$ cat src/rtl/ccff_chain_loader.sv
`default_nettype none
// ============================================================================
//  Module   : ccff_chain_loader
//  Purpose  : Bitstream writer for a configuration-flip-flop (CCFF) scan
//             chain. Accepts parallel config words over a valid/ready
//             handshake and shifts them LSB-first into the chain head while
//             asserting the chain shift enable. With the optional readback
//             build the chain is then rotated once through its own tail,
//             returning every loaded word while leaving contents intact.
//
//  Build option : CCFF_READBACK_EN (define to add the READBACK state and the
//                 rd_data / rd_valid / rd_ready ports)
//
//  Ports
//    clk        in   1       system clock, rising edge
//    reset      in   1       synchronous active-high reset
//    cfg_start  in   1       pulse to begin a load (sampled only in IDLE)
//    wr_data    in   WORD_W  config word, bit 0 shifted first
//    wr_valid   in   1       wr_data valid
//    wr_ready   out  1       loader accepts a word this cycle
//    ccff_head  out  1       serial data into the chain head
//    ccff_en    out  1       chain shift enable
//    ccff_tail  in   1       serial data from the chain tail (readback only)
//    busy       out  1       high in every state except IDLE
//    done       out  1       one-cycle completion pulse
//    rd_data    out  WORD_W  readback word            (readback build)
//    rd_valid   out  1       readback word valid      (readback build)
//    rd_ready   in   1       consumer accepts rd_data (readback build)
//
//  Revision : 1.0 - initial release
// ============================================================================
module ccff_chain_loader #(
    parameter int WORD_W    = 8,
    parameter int CHAIN_LEN = 64
) (
    input  logic              clk,
    input  logic              reset,
    input  logic              cfg_start,
    input  logic [WORD_W-1:0] wr_data,
    input  logic              wr_valid,
    output logic              wr_ready,
    output logic              ccff_head,
    output logic              ccff_en,
    input  logic              ccff_tail,
    output logic              busy,
    output logic              done
`ifdef CCFF_READBACK_EN
    ,
    output logic [WORD_W-1:0] rd_data,
    output logic              rd_valid,
    input  logic              rd_ready
`endif
);

    localparam int c_CNT_W = $clog2(CHAIN_LEN + 1);
    localparam int c_IDX_W = (WORD_W > 1) ? $clog2(WORD_W) : 1;
    localparam logic [c_CNT_W-1:0] c_CHAIN_LEN = c_CNT_W'(CHAIN_LEN);
    localparam logic [c_IDX_W-1:0] c_LAST_IDX  = c_IDX_W'(WORD_W - 1);

    localparam logic [2:0] c_ST_IDLE     = 3'd0;
    localparam logic [2:0] c_ST_LOAD     = 3'd1;
    localparam logic [2:0] c_ST_SHIFT    = 3'd2;
    localparam logic [2:0] c_ST_DONE     = 3'd4;
`ifdef CCFF_READBACK_EN
    localparam logic [2:0] c_ST_READBACK = 3'd3;
`endif

    logic [2:0]          r_state,  w_state_nxt;
    logic [WORD_W-1:0]   r_shreg,  w_shreg_nxt;
    // Chain-wide bit counter; reused as the rotate counter during readback.
    logic [c_CNT_W-1:0]  r_bits,   w_bits_nxt;
    // Bit position within the current word.
    logic [c_IDX_W-1:0]  r_idx,    w_idx_nxt;
    logic [c_CNT_W-1:0]  w_bits_inc;
    logic                w_word_end;

`ifdef CCFF_READBACK_EN
    logic [WORD_W-1:0]   r_rd_acc,   w_rd_acc_nxt;
    logic [WORD_W-1:0]   r_rd_data,  w_rd_data_nxt;
    logic                r_rd_valid, w_rd_valid_nxt;
`else
    // The tail is only consulted when readback is built in.
    wire                 w_unused_tail = ccff_tail;
`endif

    assign w_bits_inc = r_bits + c_CNT_W'(1);
    // A word ends after WORD_W bits, or early when the chain fills up
    // (upper bits of a final partial word are simply never shifted).
    assign w_word_end = (r_idx == c_LAST_IDX) || (w_bits_inc == c_CHAIN_LEN);

    always_comb begin
        w_state_nxt = r_state;
        w_shreg_nxt = r_shreg;
        w_bits_nxt  = r_bits;
        w_idx_nxt   = r_idx;
        wr_ready    = 1'b0;
        ccff_en     = 1'b0;
        ccff_head   = 1'b0;
`ifdef CCFF_READBACK_EN
        w_rd_acc_nxt   = r_rd_acc;
        w_rd_data_nxt  = r_rd_data;
        // A presented word stays valid until the consumer takes it.
        w_rd_valid_nxt = r_rd_valid && !rd_ready;
`endif
        case (r_state)
            c_ST_IDLE: begin
                if (cfg_start) begin
                    w_state_nxt = c_ST_LOAD;
                    w_bits_nxt  = '0;
                    w_idx_nxt   = '0;
                end
            end
            c_ST_LOAD: begin
                wr_ready = 1'b1;
                if (wr_valid) begin
                    w_shreg_nxt = wr_data;
                    w_idx_nxt   = '0;
                    w_state_nxt = c_ST_SHIFT;
                end
            end
            c_ST_SHIFT: begin
                ccff_en     = 1'b1;
                ccff_head   = r_shreg[0];
                w_shreg_nxt = r_shreg >> 1;
                w_bits_nxt  = w_bits_inc;
                w_idx_nxt   = r_idx + c_IDX_W'(1);
                if (w_word_end) begin
                    w_idx_nxt = '0;
                    if (w_bits_inc == c_CHAIN_LEN) begin
`ifdef CCFF_READBACK_EN
                        w_state_nxt  = c_ST_READBACK;
                        w_bits_nxt   = '0;
                        w_rd_acc_nxt = '0;
`else
                        w_state_nxt  = c_ST_DONE;
`endif
                    end else begin
                        w_state_nxt = c_ST_LOAD;
                    end
                end
            end
`ifdef CCFF_READBACK_EN
            c_ST_READBACK: begin
                if (r_bits != c_CHAIN_LEN) begin
                    // Stall the rotation while a word is waiting to be taken.
                    if (!(r_rd_valid && !rd_ready)) begin
                        ccff_en   = 1'b1;
                        ccff_head = ccff_tail;
                        w_rd_acc_nxt[r_idx] = ccff_tail;
                        w_bits_nxt = w_bits_inc;
                        w_idx_nxt  = r_idx + c_IDX_W'(1);
                        if (w_word_end) begin
                            w_rd_data_nxt  = w_rd_acc_nxt;
                            w_rd_valid_nxt = 1'b1;
                            w_rd_acc_nxt   = '0;
                            w_idx_nxt      = '0;
                        end
                    end
                end else if (!r_rd_valid || rd_ready) begin
                    // Rotation complete and the last word has been consumed.
                    w_state_nxt = c_ST_DONE;
                end
            end
`endif
            c_ST_DONE: begin
                w_state_nxt = c_ST_IDLE;
            end
            default: begin
                w_state_nxt = c_ST_IDLE;
            end
        endcase
    end

    always_ff @(posedge clk) begin
        if (reset) begin
            r_state <= c_ST_IDLE;
            r_shreg <= '0;
            r_bits  <= '0;
            r_idx   <= '0;
`ifdef CCFF_READBACK_EN
            r_rd_acc   <= '0;
            r_rd_data  <= '0;
            r_rd_valid <= 1'b0;
`endif
        end else begin
            r_state <= w_state_nxt;
            r_shreg <= w_shreg_nxt;
            r_bits  <= w_bits_nxt;
            r_idx   <= w_idx_nxt;
`ifdef CCFF_READBACK_EN
            r_rd_acc   <= w_rd_acc_nxt;
            r_rd_data  <= w_rd_data_nxt;
            r_rd_valid <= w_rd_valid_nxt;
`endif
        end
    end

    assign busy = (r_state != c_ST_IDLE);
    assign done = (r_state == c_ST_DONE);

`ifdef CCFF_READBACK_EN
    assign rd_data  = r_rd_data;
    assign rd_valid = r_rd_valid;
`endif

endmodule
`default_nettype wire

$ cat config.mk
export PLATFORM = sky130hd
export DESIGN_NAME = ccff_chain_loader
export DESIGN_NICKNAME = d
export VERILOG_FILES = /design/src/rtl/ccff_chain_loader.sv
export SDC_FILE = /design/constraint.sdc
export NUM_CORES = 1
export LEC_CHECK = 0
export CAP_MARGIN = 0
export CELL_PAD_IN_SITES_DETAIL_PLACEMENT = 1
export CELL_PAD_IN_SITES_GLOBAL_PLACEMENT = 2
export CORE_AREA = 2 2 55 57
export CTS_BUF_LIST = sky130_fd_sc_hd__clkbuf_2 sky130_fd_sc_hd__clkbuf_4 sky130_fd_sc_hd__clkbuf_8
export DETAILED_ROUTE_END_ITERATION = 8
export DIE_AREA = 0 0 57 59
export DONT_BUFFER_PORTS = 1
export PLACE_DENSITY = 0.79
export SYNTH_ARGS = -nofsm -noshare
export SYNTH_HDL_FRONTEND = slang
export SYNTH_SLANG_ARGS = --single-unit
$ cat constraint.sdc
create_clock -name clk -period 3.8 [get_ports clk]
set_input_delay 1.14 -clock clk [delete_from_list [all_inputs] [get_ports clk]]
set_output_delay 1.14 -clock clk [all_outputs]
set_load 0.05 [all_outputs]
After elaboration in Yosys (flattened, before gate mapping)
Index checks and enable logic that the tools add are counted.

Bits in registers: 21. Word-level logic and storage cells: 40.

$add $sub $neg: 2. Equality and inequality tests: 8. Muxes and demuxes: 16. Reductions and logical operators: 10.

Operator list (number): 3-bit 2-to-1 mux (7); 3-bit case mux with 3 select lines (2); 8-bit case mux with 2 select lines (1); 7-bit case mux with 2 select lines (1); 8-bit 2-to-1 mux (1); 7-bit by 1-bit adder with 7-bit output (second input constant) (1); 7-bit equality test (second input constant) (1); 7-bit 2-to-1 mux (1); 3-bit equality test (second input constant) (2); 2-bit != test (second input constant) (3); 3-bit AND reduction (2); 3-bit nonzero test (2); 2-bit AND reduction (2); 2-bit nonzero test (2); 3-bit by 1-bit adder with 3-bit output (second input constant) (1); 3-bit by 1-bit equality test with 1-bit output (second input constant) (1); 3-bit by 2-bit equality test with 1-bit output (second input constant) (1); 3-bit logical NOT (1); 1-bit 2-to-1 mux (3); 1-bit logical OR (1).

Longest topological paths before layout
Gate-level depths: netlist of run 1.

Depth after elaboration: 5. Mapped depth: 6. Depth with buffers taken out: 5.

Worst setup path after synthesis of run 1
OpenSTA, ideal clock, no wires.

Path kind: reg-to-output. From: register r_state[1]. To: output port done. Arrival time: 1.685 ns. Data required time: 2.660 ns. Slack: 0.975 ns. Cell stages (with the launch flop): 3. Buffers on the path: 1. Path through: dfxtp_1 -> buf_1 -> nor3b_1.

Longest elaborated chain between the ends: 1.

Ends and longest elaborated chain: start, declared (RTL line 68) `logic [2:0] r_state, w_state_nxt;`; start signal, assigned (RTL line 176) `r_state <= c_ST_IDLE;`; start signal, assigned (RTL line 186) `r_state <= w_state_nxt;`; 3-bit equality test (RTL line 199) `assign done = (r_state == c_ST_DONE);`; end, declared (RTL line 46) `output logic done`.

No other way between the ends.

Worst setup path in the final report of run 1
From: register r_state[1]. To: output port ccff_head.

Longest elaborated chain between the ends: 2.

Ends and longest elaborated chain: 3-bit by 2-bit equality test with 1-bit output (RTL line 105) `case (r_state)`; 1-bit 2-to-1 mux (RTL line 105); end, declared (RTL line 42) `output logic ccff_head,`.

No other way between the ends.

==> flow_summary.toml, run 1 <==
[sta]
hold_viol_final = 0
timing.fmax_ghz = 0.321
hold_slack_ns = 0.464
fin_crit_sh_pct = 82.0
finalMaxSlewViolations = 0
fin_skew_ns = 0.00952
setup_viol = 0
layout_setup_ws_ns = 0.683
period_needed_ns = 3.12
relSlewSlack_pct = 44.5
finalSetupTns_ns = 0
grt_setup_unrepaired = "no"
worst_slew_pin_slew_ns = 0.829

[grt]
grt_pass1_vias = 870
grt_use_met2_pct = 25.0
grt.overflow.total = 0
grt_pass1_wl_mm = 4.13
grt_use_met3_pct = 4.15
grt_antenna_before_repair = 0
track_usage_pct = 15.7
busiest_layer = "met2"
met1_usage_pct = 20.1
grt_start_max_net_pins = 22

[clock_network]
cts_buffer_depth = 2
post_cts_buffers = 0
ctsHoldBuffers = 0
cts.sink_count = 21
h-tree-depth = 1
clk_pin_slew_ns = 0.11
cts_made_buffers = 3
cts_tree = "built"
cts_resized = 0
clock_latency_ns = 0.32
root_buffer = "clkbuf_4"

[power_and_ir_drop]
power_density_mw_per_mm2 = 372
p_switching_mw = 0.119
swShare_pct = 29.1
power_leakage_nw = 0.376
p_seq_share_pct = 58.8
power.internal_mw = 0.289
max-vdd-ir-drop_v = 0.000232
combPwrFrac_pct = 13.7
clockPowerShare_pct = 27.6

[synth]
synth-main-ff-cell = "dfxtp_1"
yosysUniqueCellTypes = 41
synth_nets = 142
avgSynthCellArea_um2 = 8.47
synthArstFlopShare_pct = 0
yosysMostFrequentCell = "dfxtp_1"
synth_cells = 126
yosys-top-cells-count = "dfxtp_1, nor2_1, a21oi_1"
synth_area_leader_cell = "dfxtp_1"
synth_top_cells_by_area = "dfxtp_1, nor2_1, a21oi_1"
synth_top_area_share_pct = 39.4
syn-cell-area_mm2 = 0.00107
yosys_warnings = 0
seq_area_frac_synth_pct = 39.4
synth_edf_count = 0
synth_seq_cells = 21

[drt]
ant_nets = 0
drt_wl_total_mm = 2.40
wire_per_inst_um = 15.6
vias = 957
drt_iter0_drc = 31
drc = 0
viasPerCell = 6.21
firstDrtPassIters = 4

[setup_path]
worst_path_max_delay_cell = "dfxtp_1"
path_depth = 3
critPathLaunchType = "flop"
max_stage_delay_ns = 0.59
crit_start = "r_state[1]"
cp.required_ns = 2.66
reg2regPathDepth = 5
crit_type = "reg2out"
crit_arrival_ns = 1.98
crit_end = "ccff_head"
r2r-end = "r_bits[6]"
worstPathCellList = "or3b_4 > inv_1 > and2_1"
worst-r2r-setup-slack_ns = 1.83
crit_family = "simple AND/OR/NAND/NOR gates"
crit_buf_inv = 1
worstPathMaxFanout = 14
r2r_start = "r_state[1]"
endpoint_kind = "primary output"

[run]
maxCapViolations = 0

[final_layout]
areaGrowthSynthToFinish_pct = 2.70
final_util_pct = 40.4
final_nets = 140
num-fill-cells = 349
antenna_cells = 0
stdcell_area_mm2 = 0.00110
drive_above_1_share_pct = 8.94

[placement]
gp_congestion = 0.775
pre_cts_slack_ns = 1.04
place_area_mm2 = 0.00107
dpl.hpwl_mm = 1.70
port_buffers = 0

[die]
start_util_pct = 39.4
coreArea_mm2 = 0.00271
pin_count = 18
row_count = 19
die-height_um = 59
die_area_mm2 = 0.00336
die_w_um = 57

[min_path]
hp-class = "reg2reg"

[outcome]
status = "completed"
==> metrics by stage <==
stage	total power, mW	instances
after detailed placement	0.301	150
after floorplan	0.294	126
after global routing	0.430	154
after CTS	0.415	154
after global placement	0.299	150
final	0.408	154
==> routing by layer <==
metal | share of wire, % | wire length (um) | vias to the layer above
met4 | 2.0 | 48 | 0
met2 | 45 | 1080 | 16
met5 | 0 | 0 | -
met3 | 4.9 | 117 | 5
met1 | 48 | 1160 | 475
li1 | - | - | 461
==> power groups by stage <==
stage,clock network (mW),logic (mW),registers [mW]
after floorplan,0,0.0552,0.239
after global placement,0,0.0551,0.244
after detailed placement,0,0.0564,0.245
after CTS,0.118,0.0567,0.240
after global routing,0.125,0.0628,0.242
final,0.112,0.0557,0.239
==> cell type report <==
class / count / area, um2 / share of cell area, %
Tap cell: 31 / 38.8 / 3.54
Timing Repair Buffer: 1 / 7.51 / 0.685
Multi-Input combinational cell: 94 / 591 / 53.9
Sequential cell: 21 / 420 / 38.4
Clock buffer: 3 / 22.5 / 2.05
Clock inverter: 1 / 5.00 / 0.457
Inverter: 3 / 11.3 / 1.03
==> logic make-up after synthesis <==
| kind of cell | synth area share (%) |
|---|---|
| muxes | 0.938 |
| AOI/OAI and AO/OA | 25.8 |
| adders and majority gates | 3.52 |
| DFF | 39.4 |
| and+or+nand+nor | 24.6 |
| buffers and inverters | 5.74 |
==> placed cells by master, fill, tap and decap left out, types with 4 or more instances in the layout <==
| cell | instances |
|---|---|
| o22ai_1 | 4 |
| a21oi_1 | 11 |
| nor2_1 | 15 |
| o21ai_0 | 7 |
| a22oi_1 | 5 |
| nand2_1 | 8 |
| nor3_1 | 5 |
| dfxtp_1 | 21 |
==> worst min path at each step <==
stage	from	end	slack (ns)	cells after the start
after CTS	r_shreg[5]	r_shreg[5]	0.47	2
final	r_shreg[5]	r_shreg[5]	0.46	2
after global routing	r_shreg[5]	r_shreg[5]	0.49	2
after floorplan	r_shreg[4]	r_shreg[4]	0.44	2
after global placement	r_shreg[5]	r_shreg[5]	0.44	2
after detailed placement	r_shreg[5]	r_shreg[5]	0.45	2
==> worst reg2reg max path, delay by kind of cell, from the launching register on <==
kind	cells	cell delay, ns
compound gates	2	0.39
simple gates	1	0.54
buf+inv	2	0.36
flops	1	0.59
==> registers in the layout, indices dropped and copies added, names as in the netlist <==
signal	cells
r_idx	3
r_shreg	8
r_state	3
r_bits	7
(Power assumes the default switching activity.)
==> run 2: changes to the inputs <==
CORE_AREA = 2 2 60 62   (was 2 2 55 57)
DIE_AREA = 0 0 62 64   (was 0 0 57 59)
PLACE_DENSITY = 0.7   (was 0.79)
clock period = 2.83 ns   (was 3.8 ns; I/O delays follow)
==> flow_summary.toml, run 2 (same netlist as run 1, synthesis figures left out) <==
[outcome]
status = "completed"

[grt]
grt_pass1_wl_mm = 4.11
grt_start_max_net_pins = 22
grt.overflow.total = 0
track_usage_pct = 13.7
grt_antenna_before_repair = 0
grt_pass1_vias = 915

[die]
coreArea_mm2 = 0.00328
die_area_mm2 = 0.00397
die-height_um = 64
pin_count = 18
start_util_pct = 32.5
die_w_um = 62
row_count = 21

[sta]
fin_crit_sh_pct = 89.9
finalSetupTns_ns = 0
worst_slew_pin_slew_ns = 0.572
timing.fmax_ghz = 0.393
finalMaxSlewViolations = 0
grt_setup_unrepaired = "no"
hold_viol_final = 0
relSlewSlack_pct = 60.9
period_needed_ns = 2.54
setup_viol = 0
fin_skew_ns = 0.00222

[clock_network]
clock_latency_ns = 0.31
root_buffer = "clkbuf_4"
ctsHoldBuffers = 0
h-tree-depth = 1
post_cts_buffers = 0
cts_resized = 0
clk_pin_slew_ns = 0.12
cts_tree = "built"
cts.sink_count = 21
cts_made_buffers = 3
cts_buffer_depth = 2

[setup_path]
crit_arrival_ns = 1.69
worst_path_max_delay_cell = "or3b_4"
worstPathMaxFanout = 13
crit_type = "reg2out"
worstPathCellList = "or3b_4 > inv_1 > and2_1 > buf_12"
crit_family = "simple AND/OR/NAND/NOR gates"
max_stage_delay_ns = 0.52
critPathLaunchType = "flop"
endpoint_kind = "primary output"
crit_buf_inv = 2
cp.required_ns = 1.98

[min_path]
hp-class = "reg2reg"

[drt]
drc = 0
wire_per_inst_um = 15.0
drt_iter0_drc = 23
ant_nets = 0
met1_length_mm = 1.24
vias = 949
firstDrtPassIters = 4
drt_wl_total_mm = 2.58
wl_met3_um = 77
viasPerCell = 5.52
wl_met2_mm = 1.22
top_layer = "met4"

[final_layout]
largest-register = "r_shreg"
most-common-layout-cells = "dfxtp_1, nor2_1, a21oi_1, nand2_1, o21ai_0"
largest_register_ffs = 8
antenna_cells = 0
final_util_pct = 35.1
final_nets = 143
final_common_cell = "dfxtp_1"
reg.largest.list = "r_shreg: 8 flops, r_bits: 7 flops"
num-fill-cells = 406
areaGrowthSynthToFinish_pct = 7.97
drive_above_1_share_pct = 11.1
instances_no_fill = 172

[placement]
dp.cells = 168
dpl.hpwl_mm = 1.84
gp_congestion = 0.739
port_buffers = 0

[run]
maxCapViolations = 0

[power_and_ir_drop]
max-vdd-ir-drop_v = 0.000188
power_density_mw_per_mm2 = 483
power_leakage_nw = 0.396
## run 2: worst paths after layout
check,start,slack (ns),cells after the start,end
setup / recovery,r_state[0],0.29,4,ccff_head
hold / removal,r_shreg[6],0.46,2,r_shreg[6]
setup reg to reg,r_state[0],1.02,5,r_bits[6]
hold reg to reg,r_shreg[6],0.46,2,r_shreg[6]
## run 2: layout make-up
class / count / area (um2) / share of cell area, %
multi-input cells: 94 / 591 / 51.2
flip-flops and latches: 21 / 420 / 36.5
well taps: 46 / 57.6 / 4.99
repair buffers: 4 / 42.5 / 3.69
clock buffers: 4 / 30.0 / 2.61
inverters: 3 / 11.3 / 0.977
## run 2: metrics by stage
stage                     power (mW)  setup slack (ns)  instance area, um2  hold slack [ns]
final                          0.557             0.287                1150            0.461
after detailed placement       0.406             0.649                1120            0.445
after floorplan                0.395             0.296                1070            0.436
after global placement         0.404             0.672                1120            0.439
after CTS                      0.566             0.288                1150            0.462
after global routing           0.591             0.224                1150            0.488
## run 2: power by group
part           leakage [nW]  internal (mW)  total, mW  switching (mW)
clock                0.0184         0.0647      0.158          0.0932
sequential            0.170          0.308      0.319          0.0111
combinational         0.207         0.0286     0.0800          0.0514
total                 0.396          0.401      0.557           0.156
## run 2: worst reg2reg max path, stage by stage, from the launching register on
cell and delay (ns):
dfxtp_1 0.45, or3b_4 0.52, inv_1 0.10, buf_4 0.27, o21ai_0 0.14, a311oi_1 0.26
## run 2: routing by layer
metal  vias to the layer above  global-route usage (%)
met5                         -                       0
met4                         0                    5.59
met3                         4                    1.82
met2                        16                    22.5
met1                       462                    17.3
li1                        467                       -
==> run 3: changes to the inputs <==
CAP_MARGIN = default   (was 0)
SLEW_MARGIN = 30   (was default)
==> results of run 3 <==
The final DEF is identical to that of run 2; final timing and power are the same.
